## src/rtl/pipe_reg.sv

```systemverilog
// DEPTH-stage, WIDTH-bit valid/ready register pipeline. Stages hold on stall,
// empty stages collapse, flush drops all words, count tracks occupancy.
module pipe_reg #(
  parameter int WIDTH = 4,
  parameter int DEPTH = 3,
  parameter int CW    = $clog2(DEPTH + 1)
) (
  input  logic             clk,
  input  logic             rst_n,
  input  logic             flush,
  input  logic             in_valid,
  input  logic [WIDTH-1:0] in_data,
  output logic             in_ready,
  output logic             out_valid,
  output logic [WIDTH-1:0] out_data,
  input  logic             out_ready,
  output logic [CW-1:0]    count
);

  logic [DEPTH-1:0] vld_q, vld_d, rdy;
  logic [WIDTH-1:0] dat_q  [DEPTH];
  logic [WIDTH-1:0] dat_d  [DEPTH];
  logic             up_vld [DEPTH];
  logic [WIDTH-1:0] up_dat [DEPTH];
  logic [CW-1:0]    count_q, count_d;

  // A stage may load when any stage at or after it can make room.
  always_comb begin
    logic chain;
    chain        = out_ready | ~vld_q[DEPTH-1];
    rdy          = '0;
    rdy[DEPTH-1] = chain;
    for (int i = DEPTH - 2; i >= 0; i--) begin
      chain  = chain | ~vld_q[i];
      rdy[i] = chain;
    end
  end

  assign in_ready = rdy[0] & rst_n & ~flush;

  genvar gi;
  generate
    for (gi = 0; gi < DEPTH; gi++) begin : g_up
      if (gi == 0) begin : g_head
        assign up_vld[gi] = in_valid;
        assign up_dat[gi] = in_data;
      end else begin : g_link
        assign up_vld[gi] = vld_q[gi-1];
        assign up_dat[gi] = dat_q[gi-1];
      end
    end
  endgenerate

  // Data only moves with a valid word, so bubbles leave the data registers quiet.
  always_comb begin
    vld_d   = vld_q;
    count_d = '0;
    for (int i = 0; i < DEPTH; i++) begin
      dat_d[i] = dat_q[i];
      if (flush) begin
        vld_d[i] = 1'b0;
      end else if (rdy[i]) begin
        vld_d[i] = up_vld[i];
        if (up_vld[i]) begin
          dat_d[i] = up_dat[i];
        end
      end
      count_d = count_d + CW'(vld_d[i]);
    end
  end

  always_ff @(posedge clk) begin
    if (!rst_n) begin
      vld_q   <= '0;
      count_q <= '0;
      for (int i = 0; i < DEPTH; i++) begin
        dat_q[i] <= '0;
      end
    end else begin
      vld_q   <= vld_d;
      count_q <= count_d;
      for (int i = 0; i < DEPTH; i++) begin
        dat_q[i] <= dat_d[i];
      end
    end
  end

  assign out_valid = vld_q[DEPTH-1];
  assign out_data  = dat_q[DEPTH-1];
  assign count     = count_q;

endmodule
```

## config.mk

```make
export PLATFORM = sky130hd
export DESIGN_NAME = pipe_reg
export DESIGN_NICKNAME = d
export VERILOG_FILES = /design/src/rtl/pipe_reg.sv
export SDC_FILE = /design/constraint.sdc
export NUM_CORES = 1
export LEC_CHECK = 0
export CAP_MARGIN = 40
export CORE_UTILIZATION = 46
export CTS_BUF_LIST = sky130_fd_sc_hd__clkbuf_16
export DETAILED_ROUTE_END_ITERATION = 12
export GPL_ROUTABILITY_DRIVEN = 0
export MAX_ROUTING_LAYER = met4
export PLACE_DENSITY = 0.85
export REMOVE_ABC_BUFFERS = 1
export SLEW_MARGIN = 20
export SYNTH_ARGS = -nofsm -noshare
export SYNTH_HDL_FRONTEND = slang
export SYNTH_SLANG_ARGS = --single-unit
export TNS_END_PERCENT = 10
```

## constraint.sdc

```tcl
create_clock -name clk -period 2.1 [get_ports clk]
set_input_delay 0.63 -clock clk [delete_from_list [all_inputs] [get_ports clk]]
set_output_delay 0.63 -clock clk [all_outputs]
set_load 0.05 [all_outputs]
```

==> impl_metrics.toml <==
[pwr]
powerDensity_nw_per_um2 = 754
cellLeakagePower_nw = 0.478
ir_drop_uv = 657

[synth]
ys.flop_type = "dfxtp_1"
synthSimpleGateAreaFrac_pct = 24.0
synth-adder-area-share_pct = 2.72
synthMuxAreaShare_pct = 10.9
synth_compound_gate_area_share_pct = 9.35
yosysTopAreaCell = "dfxtp_1"
ys_top_cells_by_count = "dfxtp_1 (17), nand2_1 (12), mux2i_1 (8)"
syn_inst = 76
synth_most_common_cell = "dfxtp_1"
ys_seq_area_share_pct = 46.3
yosys.area_share.xor_xnor_pct = 0
synth_edf_count = 0
yosysWarnings = 0
syn_area_per_cell_um2 = 9.68
synth_area_um2 = 736
ys_types = 21
ys_seq_elements = 17
ys_top_cells_by_area = "dfxtp_1 (46%), mux2i_1 (11%), nand2_1 (6.1%), and2_1 (4.3%), a21boi_0 (4.1%)"
async_flop_share_pct = 0
synth_top_family_by_area = "simple AND/OR/NAND/NOR gates"
synth_top_area_share_pct = 46.3

[final_layout]
nets = 107
final_area_um2 = 1010
instances_no_fill = 112
regArea_um2 = 340
fillers = 128
multi_input_area_um2 = 355
layout-drive-gt1-share_pct = 18.8
syn2layout_area_growth_pct = 37.9
antenna_cells = 0

[clock_tree]
cts_tree = "done"
clock_sinks = 17
clk-insertion-delay-late_ns = 0.24
clk_pin_slew_ns = 0.05
clockBufferDepth = 2
root_buffer = "clkbuf_16"
cts_setup_buffers = 0
htree_levels = 1
holdBufCountCts = 0
cts_buffers = 3

[routing]
detailroute.via_count = 566
post-route-drc-count = 0
viasPerCell = 5.05
drt_iter0_markers = 11
drtPass1Iterations = 4
wl_per_cell_um = 11.8
detail-route-antenna-nets = 0
wirelength_um = 1320

[timing]
fin_skew_ns = 0.00162
hold_ws_ns = 0.467
fmax_mhz = 491
slew_headroom_pct = 66.8
period_minus_slack_ns = 2.04
drv_slew = 0
layout_setup_ws_ns = 0.0636
tightest_slew_ns = 0.496
setup_tns_ns = 0
fin_crit_sh_pct = 97.0
setup_violations = 0
rsz0062_at_grt = "no"
hold_viol = 0

[run_status]
status = "finished clean"

[worst_setup_path]
path_buf_inv = 2
worst_path_dominant_cell_family = "simple AND/OR/NAND/NOR gates"
crit_path_top_delay_cell = "and3b_2"
crit_path_start_kind = "primary input"
r2r_start = "vld_q[2]$_SDFF_PN0_"
crit_chain = "clkdlybuf4s15_1 > nand4b_4 > and3b_2 > buf_12"
arrival_ns = 1.41
path_class = "primary input to primary output"
worstPathRequired_ns = 1.47
reg2reg_setup_slack_ns = 0.53
path_max_fanout = 3
worstSetupEndpointType = "primary output"
cpPeakStageDelay_ns = 0.25
startpoint = "out_ready"

[floorplan]
io_pins = 17
dieArea_um2 = 1760
row_count = 14
initial_core_util_pct = 48.8
die_x_um = 42.0
core_region_area_um2 = 1510
die_h_um = 42.0

[min_path]
min_from = "dat_q[0][6]$_SDFFE_PN0P_"
min-delay-path-class = "flip-flop to flip-flop"

[place]
post_dp_cell_area_um2 = 925
preCtsSetupSlack_ns = -0.212
place_inst = 108
io_buffers = 16
dp_hpwl_um = 969

[run]
maxCapViolCount = 0

[global_route]
grt.total_usage_pct = 18.7
grt_max_degree = 22
antenna_found_initial = 0
grt_pass1_vias = 562
grt_pass1_wl_um = 2400
grt_overflow = 0
## where the power goes
group | switching (mW) | internal [mW] | leakage (nW)
Combinational | 0.0308 | 0.0346 | 0.298
Sequential | 0.00336 | 0.330 | 0.138
Clock | 0.114 | 0.252 | 0.0423
## placed cells by master, fill, tap and decap left out, types with 2 or more instances in the layout
master / Yosys / final
a21oi_1: 2 / 2
nand2_1: 12 / 12
nand2b_1: 2 / 2
nand3_1: 4 / 4
clkdlybuf4s50_1: 0 / 9
nand3b_2: 2 / 2
o21ai_0: 4 / 4
clkbuf_16: 0 / 3
mux2i_1: 8 / 8
a21boi_0: 4 / 4
dfxtp_1: 17 / 17
and2_1: 5 / 5
buf_4: 4 / 9
inv_1: 3 / 4
## flip-flops by register name, indices dropped and copies added, names as in the netlist
register / cells
vld_q: 3
count: 2
dat_q: 12
## layout make-up
class                   instances  area share [%]
clock buffers                   3            7.40
clock inverters                 1           0.370
inverters                       3            1.11
multi-input cells              50            35.0
flip-flops and latches         17            33.5
well taps                      16            1.97
repair buffers                 22            20.6
## path summary, 6_finish.rpt
| path | to | depth (start not counted) |
|---|---|---|
| worst max-delay path | in_ready | 4 |
| worst min-delay path | dat_q[0][6]$_SDFFE_PN0P_ | 2 |
| worst max register to register | count[0]$_SDFF_PN0_ | 5 |
| worst min register to register | dat_q[0][6]$_SDFFE_PN0P_ | 2 |
## logic make-up (layout without fill, tap and decap cells)
group           after synthesis  count (layout)
buf+inv                       9              29
flops                        17              17
fa+ha+maj                     1               1
compound gates               11              11
simple gates                 30              30
mux                           8               8
## worst min-delay path: stages (launching register included)
cell	delay (ns)
dfxtp_1	0.31
nand2_1	0.05
mux2i_1	0.06
## metrics by stage
stage / util, % / power [mW]
finish: 67.4 / 0.765
global route: 67.4 / 0.795
CTS: 67.1 / 0.777
detailed placement: 61.4 / 0.406
global placement: 61.4 / 0.404
floorplan: - / 0.368
## repair_timing
action	CTS	global route
gates resized for setup	4	2
endpoints found under the setup margin	1	1
pin swaps	1	1
## routing by layer
layer / global-route usage [%] / wire, um
met1: 20.6 / 556
met2: 30.6 / 687
met3: 5.17 / 45
met4: 9.68 / 31
met5: - / 0
(Power assumes the default switching activity.)
==> RTL change 1, RTL diff (same settings) <==
The output `count` loses its register stage (`count_q` becomes a continuous assignment).
--- a/src/rtl/pipe_reg.sv
+++ b/src/rtl/pipe_reg.sv
@@ -73,5 +73,4 @@
     if (!rst_n) begin
       vld_q   <= '0;
-      count_q <= '0;
       for (int i = 0; i < DEPTH; i++) begin
         dat_q[i] <= '0;
@@ -79,5 +78,4 @@
     end else begin
       vld_q   <= vld_d;
-      count_q <= count_d;
       for (int i = 0; i < DEPTH; i++) begin
         dat_q[i] <= dat_d[i];
@@ -86,4 +84,6 @@
   end
 
+  assign count_q = count_d;
+
   assign out_valid = vld_q[DEPTH-1];
   assign out_data  = dat_q[DEPTH-1];
Behaviour: not the same (a bounded check fails within 4 cycles, from zero or initial values and one cycle with rst_n low).
==> RTL change 1 against the original RTL <==
The run now ends with negative setup slack left; total power shrank 4.7%; register-to-register slack gained 360 ps; design area grew 2.2%; fmax shrank 14%; non-clock buffer count grew 3; clock power shrank 4%; sequential cell count shrank 2; core utilization grew 8.6 points; area after synthesis shrank 3.4%; setup slack lost 330 ps; final cell count shrank 1.8%; wire length grew 2.0%; critical endpoint is now count[0].
==> RTL change 1: results (changes against the original RTL) <==
.. list-table::
   :header-rows: 1

   * - Metric
     - Value
   * - Result of the run
     - finished, violations left
   * - Violated checks
     - negative setup slack
   * - Total track usage
     - 0.205 (+0.0179)
   * - Setup TNS
     - -475 ps (-475 ps)
   * - Clock tree skew after final layout
     - 0.808 ps (-0.814 ps)
   * - Maximum number of pins on one net before global-route repair
     - 20 (-9.1%)
   * - Slack of the worst reg-to-reg path
     - 890 ps (+360 ps)
   * - Vias per cell
     - 5.01 (-0.88%)
   * - Launch instance of the worst register-to-register path
     - vld_q[0]$_SDFF_PN0_
   * - Setup slack of the critical path after layout
     - -264 ps (-328 ps)
   * - Ranking of synthesized cells by instance count
     - sky130_fd_sc_hd__dfxtp_1, sky130_fd_sc_hd__nand2_1, sky130_fd_sc_hd__mux2i_1
   * - Endpoint arrival time on the critical path
     - 1730 ps (+320 ps)
   * - Total routed wirelength
     - 1350 um (+2.0%)
   * - Worst hold margin
     - 460 ps (-6.37 ps)
   * - Setup Slack @ Placement
     - -697 ps (-485 ps)
   * - Worst IR drop on VDD
     - 0.822 mV (+25%)
   * - Initial DRC Count
     - 13 (+2)
   * - Reg2Reg Capture Point
     - dat_q[0][1]$_SDFFE_PN0P_
   * - Share of post-route cells with drive strength above 1
     - 0.326 (+0.139)
   * - Critical path's slowest cell
     - sky130_fd_sc_hd__fa_1
   * - Average wire per cell in the routed design
     - 12.3 um (+3.8%)
   * - Leakage power summed over all cells
     - 0.515 nW (+7.7%)
   * - Number of cells after detailed placement
     - 104 (-3.7%)
   * - First-pass GRT wire length
     - 2150 um (-11%)
   * - Mean Syn Cell Area
     - 9.87 um2 (+2.0%)
   * - Synth cell types
     - 20 (-4.8%)
   * - Endpoint of the worst hold-timing path
     - dat_q[0][4]$_SDFFE_PN0P_
   * - Num CTS Buffers
     - 3 (unchanged)
   * - Stage delay of the slowest cell on the critical path
     - 470 ps (+220 ps)
   * - Share of synthesized area occupied by flip-flops and latches
     - 0.423 (-0.0400)
   * - Top cells by area in the synthesized netlist
     - sky130_fd_sc_hd__dfxtp_1, sky130_fd_sc_hd__mux2i_1, sky130_fd_sc_hd__nand2_1
   * - Final HPWL DP
     - 957 um (-1.2%)
   * - Final setup violation count
     - 3 (+3)
   * - Kind of cell adding the most delay to the critical path
     - adder cells
   * - Start point of the worst min-delay path
     - dat_q[0][4]$_SDFFE_PN0P_
   * - Max-Slew Margin vs Limit
     - 0.674 (+0.00553)
   * - Share of synthesized flip-flops with an asynchronous set or reset
     - 0 (unchanged)
   * - Largest driver fanout on the critical path
     - 4 (+1)
   * - Vias in the first global route
     - 500 (-11%)
   * - Placed instance area
     - 915 um2 (-1.1%)
   * - Quantity of I/O buffers inserted on ports
     - 16 (unchanged)
[RTL change 1: cell count changes after synthesis, sizes merged]
cell	delta
and2	-2
buf	-1
and2b	+1
dfxtp	-2
nor2b	-1
clkbuf	+1
[RTL change 1: cells by family (layout without fill, tap and decap cells)]
logic type	after synthesis	after routing	share of synthesized area
DFF	15	15	0.423
buffers and inverters	9	32	0.0687
adders and majority gates	1	1	0.0282
AOI/OAI and AO/OA	11	11	0.102
muxes	8	8	0.113
and+or+nand+nor	28	28	0.266
[RTL change 1: worst max path at each step]
stage	cells past startpoint	to	startpoint	slack, ps
after detailed placement	5	count[0]	out_ready	-700
after global placement	5	count[0]	out_ready	-660
after floorplan	3	count[0]	vld_q[2]$_SDFF_PN0_	-270
final	5	count[0]	out_ready	-260
after CTS	5	count[0]	out_ready	-250
after global routing	5	count[0]	out_ready	-310
[RTL change 1: routing by layer]
metal  vias up  routed length (um)  GRT usage  part of all wire
met4         0                   0     0.0242                 0
met2        12                 680      0.355              0.50
li1        286                   -          -                 -
met3         0                  62     0.0957             0.046
met5         -                   0          -                 0
met1       253                 605      0.219              0.45
[RTL change 1: what timing repair did]
action	4_1_cts	5_1_grt
buffers inserted	2	0
setup endpoints to repair	3	3
gates resized for setup	14	3
pin swaps	4	1
[RTL change 1: where the power goes]
part	leakage [nW]	switching (mW)	internal, mW	total, mW
Clock	0.0423	0.102	0.251	0.353
Sequential	0.123	0.00342	0.291	0.295
Combinational	0.351	0.0361	0.0450	0.0811
[RTL change 1: cell type report]
cell class                 count  area, um2
clock buffer                   3       75.1
sequential                    15        303
clock inverter                 1       3.75
inverter                       3       11.3
tap                           15       18.8
timing repair buffer          25        244
multi-input combinational     48        382
fill                         102        329
==> RTL change 2, RTL diff (same flow settings) <==
Without the edit above. Set the parameter `WIDTH` to 3 (it was 4).
--- a/src/rtl/pipe_reg.sv
+++ b/src/rtl/pipe_reg.sv
@@ -2,5 +2,5 @@
 // empty stages collapse, flush drops all words, count tracks occupancy.
 module pipe_reg #(
-  parameter int WIDTH = 4,
+  parameter int WIDTH = 3,
   parameter int DEPTH = 3,
   parameter int CW    = $clog2(DEPTH + 1)
Interface: changed (resized in_data and out_data); port bits go from 17 to 15. No check against the original RTL was run, so the function may have changed too.
==> RTL change 2 against the original RTL <==
Setup slack better by 52 ps; highest routed layer is now met3; via count down 17%; sequential cell count fell by 3; area after synthesis is 18% lower; count of clock-buffer cells in the layout did not move; worst hold slack got worse by 4.7 ps; design area shrank 14%; sequential share of layout area down 1.4 points; wire length shrank 13%; combinational power shrank 9.5%; total power down 11%; critical path type is now reg2out.
==> RTL change 2: results (changes against the original RTL) <==
.. list-table::
   :header-rows: 1

   * - Metric
     - Value
   * - Result of the run
     - finished clean
   * - P_sw
     - 127 uW (-14%)
   * - Number of standard cells after synthesis
     - 64 (-16%)
   * - Largest driver fanout on the critical path
     - 2 (-1)
   * - Launch instance of the worst register-to-register path
     - vld_q[1]$_SDFF_PN0_
   * - Clock tree skew after final layout
     - 0.485 ps (-1.14 ps)
   * - Top cells by area in the synthesized netlist
     - sky130_fd_sc_hd__dfxtp_1, sky130_fd_sc_hd__mux2i_1, sky130_fd_sc_hd__nand2_1
   * - Endpoint arrival time on the critical path
     - 1350 ps (-60 ps)
   * - Slew at the pin closest to its max-slew limit
     - 490 ps (-5.78 ps)
   * - Share of post-route cells with drive strength above 1
     - 0.202 (+0.0149)
   * - Worst IR drop on VDD
     - 0.459 mV (-30%)
   * - Initial DRC Count
     - 3 (-8)
   * - Number of flip-flops under the largest register name
     - 9 (-3)
   * - Vias in the first global route
     - 457 (-19%)
   * - Number of filler cells placed in the layout
     - 78 (-39%)
   * - Leakage power summed over all cells
     - 0.406 nW (-15%)
   * - Maximum number of pins on one net before global-route repair
     - 15 (-32%)
   * - Detailed-route via count
     - 472 (-17%)
   * - Number of cells after detailed placement
     - 94 (-13%)
   * - Total track usage
     - 0.198 (+0.0112)
   * - Start point of the worst min-delay path
     - dat_q[0][5]$_SDFFE_PN0P_
   * - Crit path launch
     - dat_q[0][7]$_SDFFE_PN0P_
   * - Placed instance area
     - 786 um2 (-15%)
   * - Kind of cell adding the most delay to the critical path
     - buffers and inverters
   * - Final standard cell count with taps included and fillers excluded
     - 98 (-13%)
   * - Ranking of synthesized cells by instance count
     - sky130_fd_sc_hd__dfxtp_1, sky130_fd_sc_hd__nand2_1, sky130_fd_sc_hd__mux2i_1
   * - Final HPWL DP
     - 824 um (-15%)
   * - Setup Slack @ Placement
     - -272 ps (-59.7 ps)
   * - Synth cell types
     - 18 (-14%)
   * - Average wire per cell in the routed design
     - 11.8 um (-0.41%)
   * - Share of synthesized area occupied by flip-flops and latches
     - 0.463 (about the same)
   * - Stage delay of the slowest cell on the critical path
     - 800 ps (+550 ps)
   * - First-pass GRT wire length
     - 1900 um (-21%)
   * - Critical path's slowest cell
     - sky130_fd_sc_hd__clkdlybuf4s50_1
   * - Quantity of I/O buffers inserted on ports
     - 14 (-2)
RTL change 2: cell families after synthesis:
group | count (synthesis) | synth area share
adders and majority gates | 1 | 0.0331
and+or+nand+nor | 26 | 0.254
muxes | 6 | 0.0992
buffers and inverters | 8 | 0.0702
AOI/OAI and AO/OA | 9 | 0.0806
DFF | 14 | 0.463
RTL change 2: timing repair:
item	CTS	global route
endpoints found under the setup margin	1	1
resized for setup	6	1
pin swaps	0	0
RTL change 2: metal layers:
metal,wire [um],global-route usage,share of wire
met1,530,0.249,0.46
met2,586,0.326,0.51
met3,35,0.0174,0.030
met4,0,0.0804,0
met5,0,-,0
RTL change 2: worst paths after layout:
path                            slack [ps]  cells after the start                  endpoint
worst max-delay path                   120                      1               out_data[1]
worst min-delay path                   460                      2  dat_q[0][5]$_SDFFE_PN0P_
worst max register to register         540                      4       count[0]$_SDFF_PN0_
worst min register to register         460                      2  dat_q[0][5]$_SDFFE_PN0P_
RTL change 2: layout make-up:
type | count | area [um2] | share of cell area
clock inverters | 1 | 3.75 | 0.00431
clock buffers | 3 | 75.1 | 0.0862
inverters | 4 | 15.0 | 0.0172
multi-input cells | 42 | 297 | 0.341
flip-flops and latches | 14 | 280 | 0.322
repair buffers | 20 | 183 | 0.210
well taps | 14 | 17.5 | 0.0201
RTL change 2: power by group through the flow:
stage | Combinational (mW) | Clock [mW] | Sequential, mW
floorplan | 0.0204 | 0 | 0.285
global placement | 0.0591 | 0 | 0.280
detailed placement | 0.0602 | 0 | 0.280
CTS | 0.0601 | 0.349 | 0.276
global route | 0.0645 | 0.370 | 0.276
finish | 0.0592 | 0.345 | 0.276
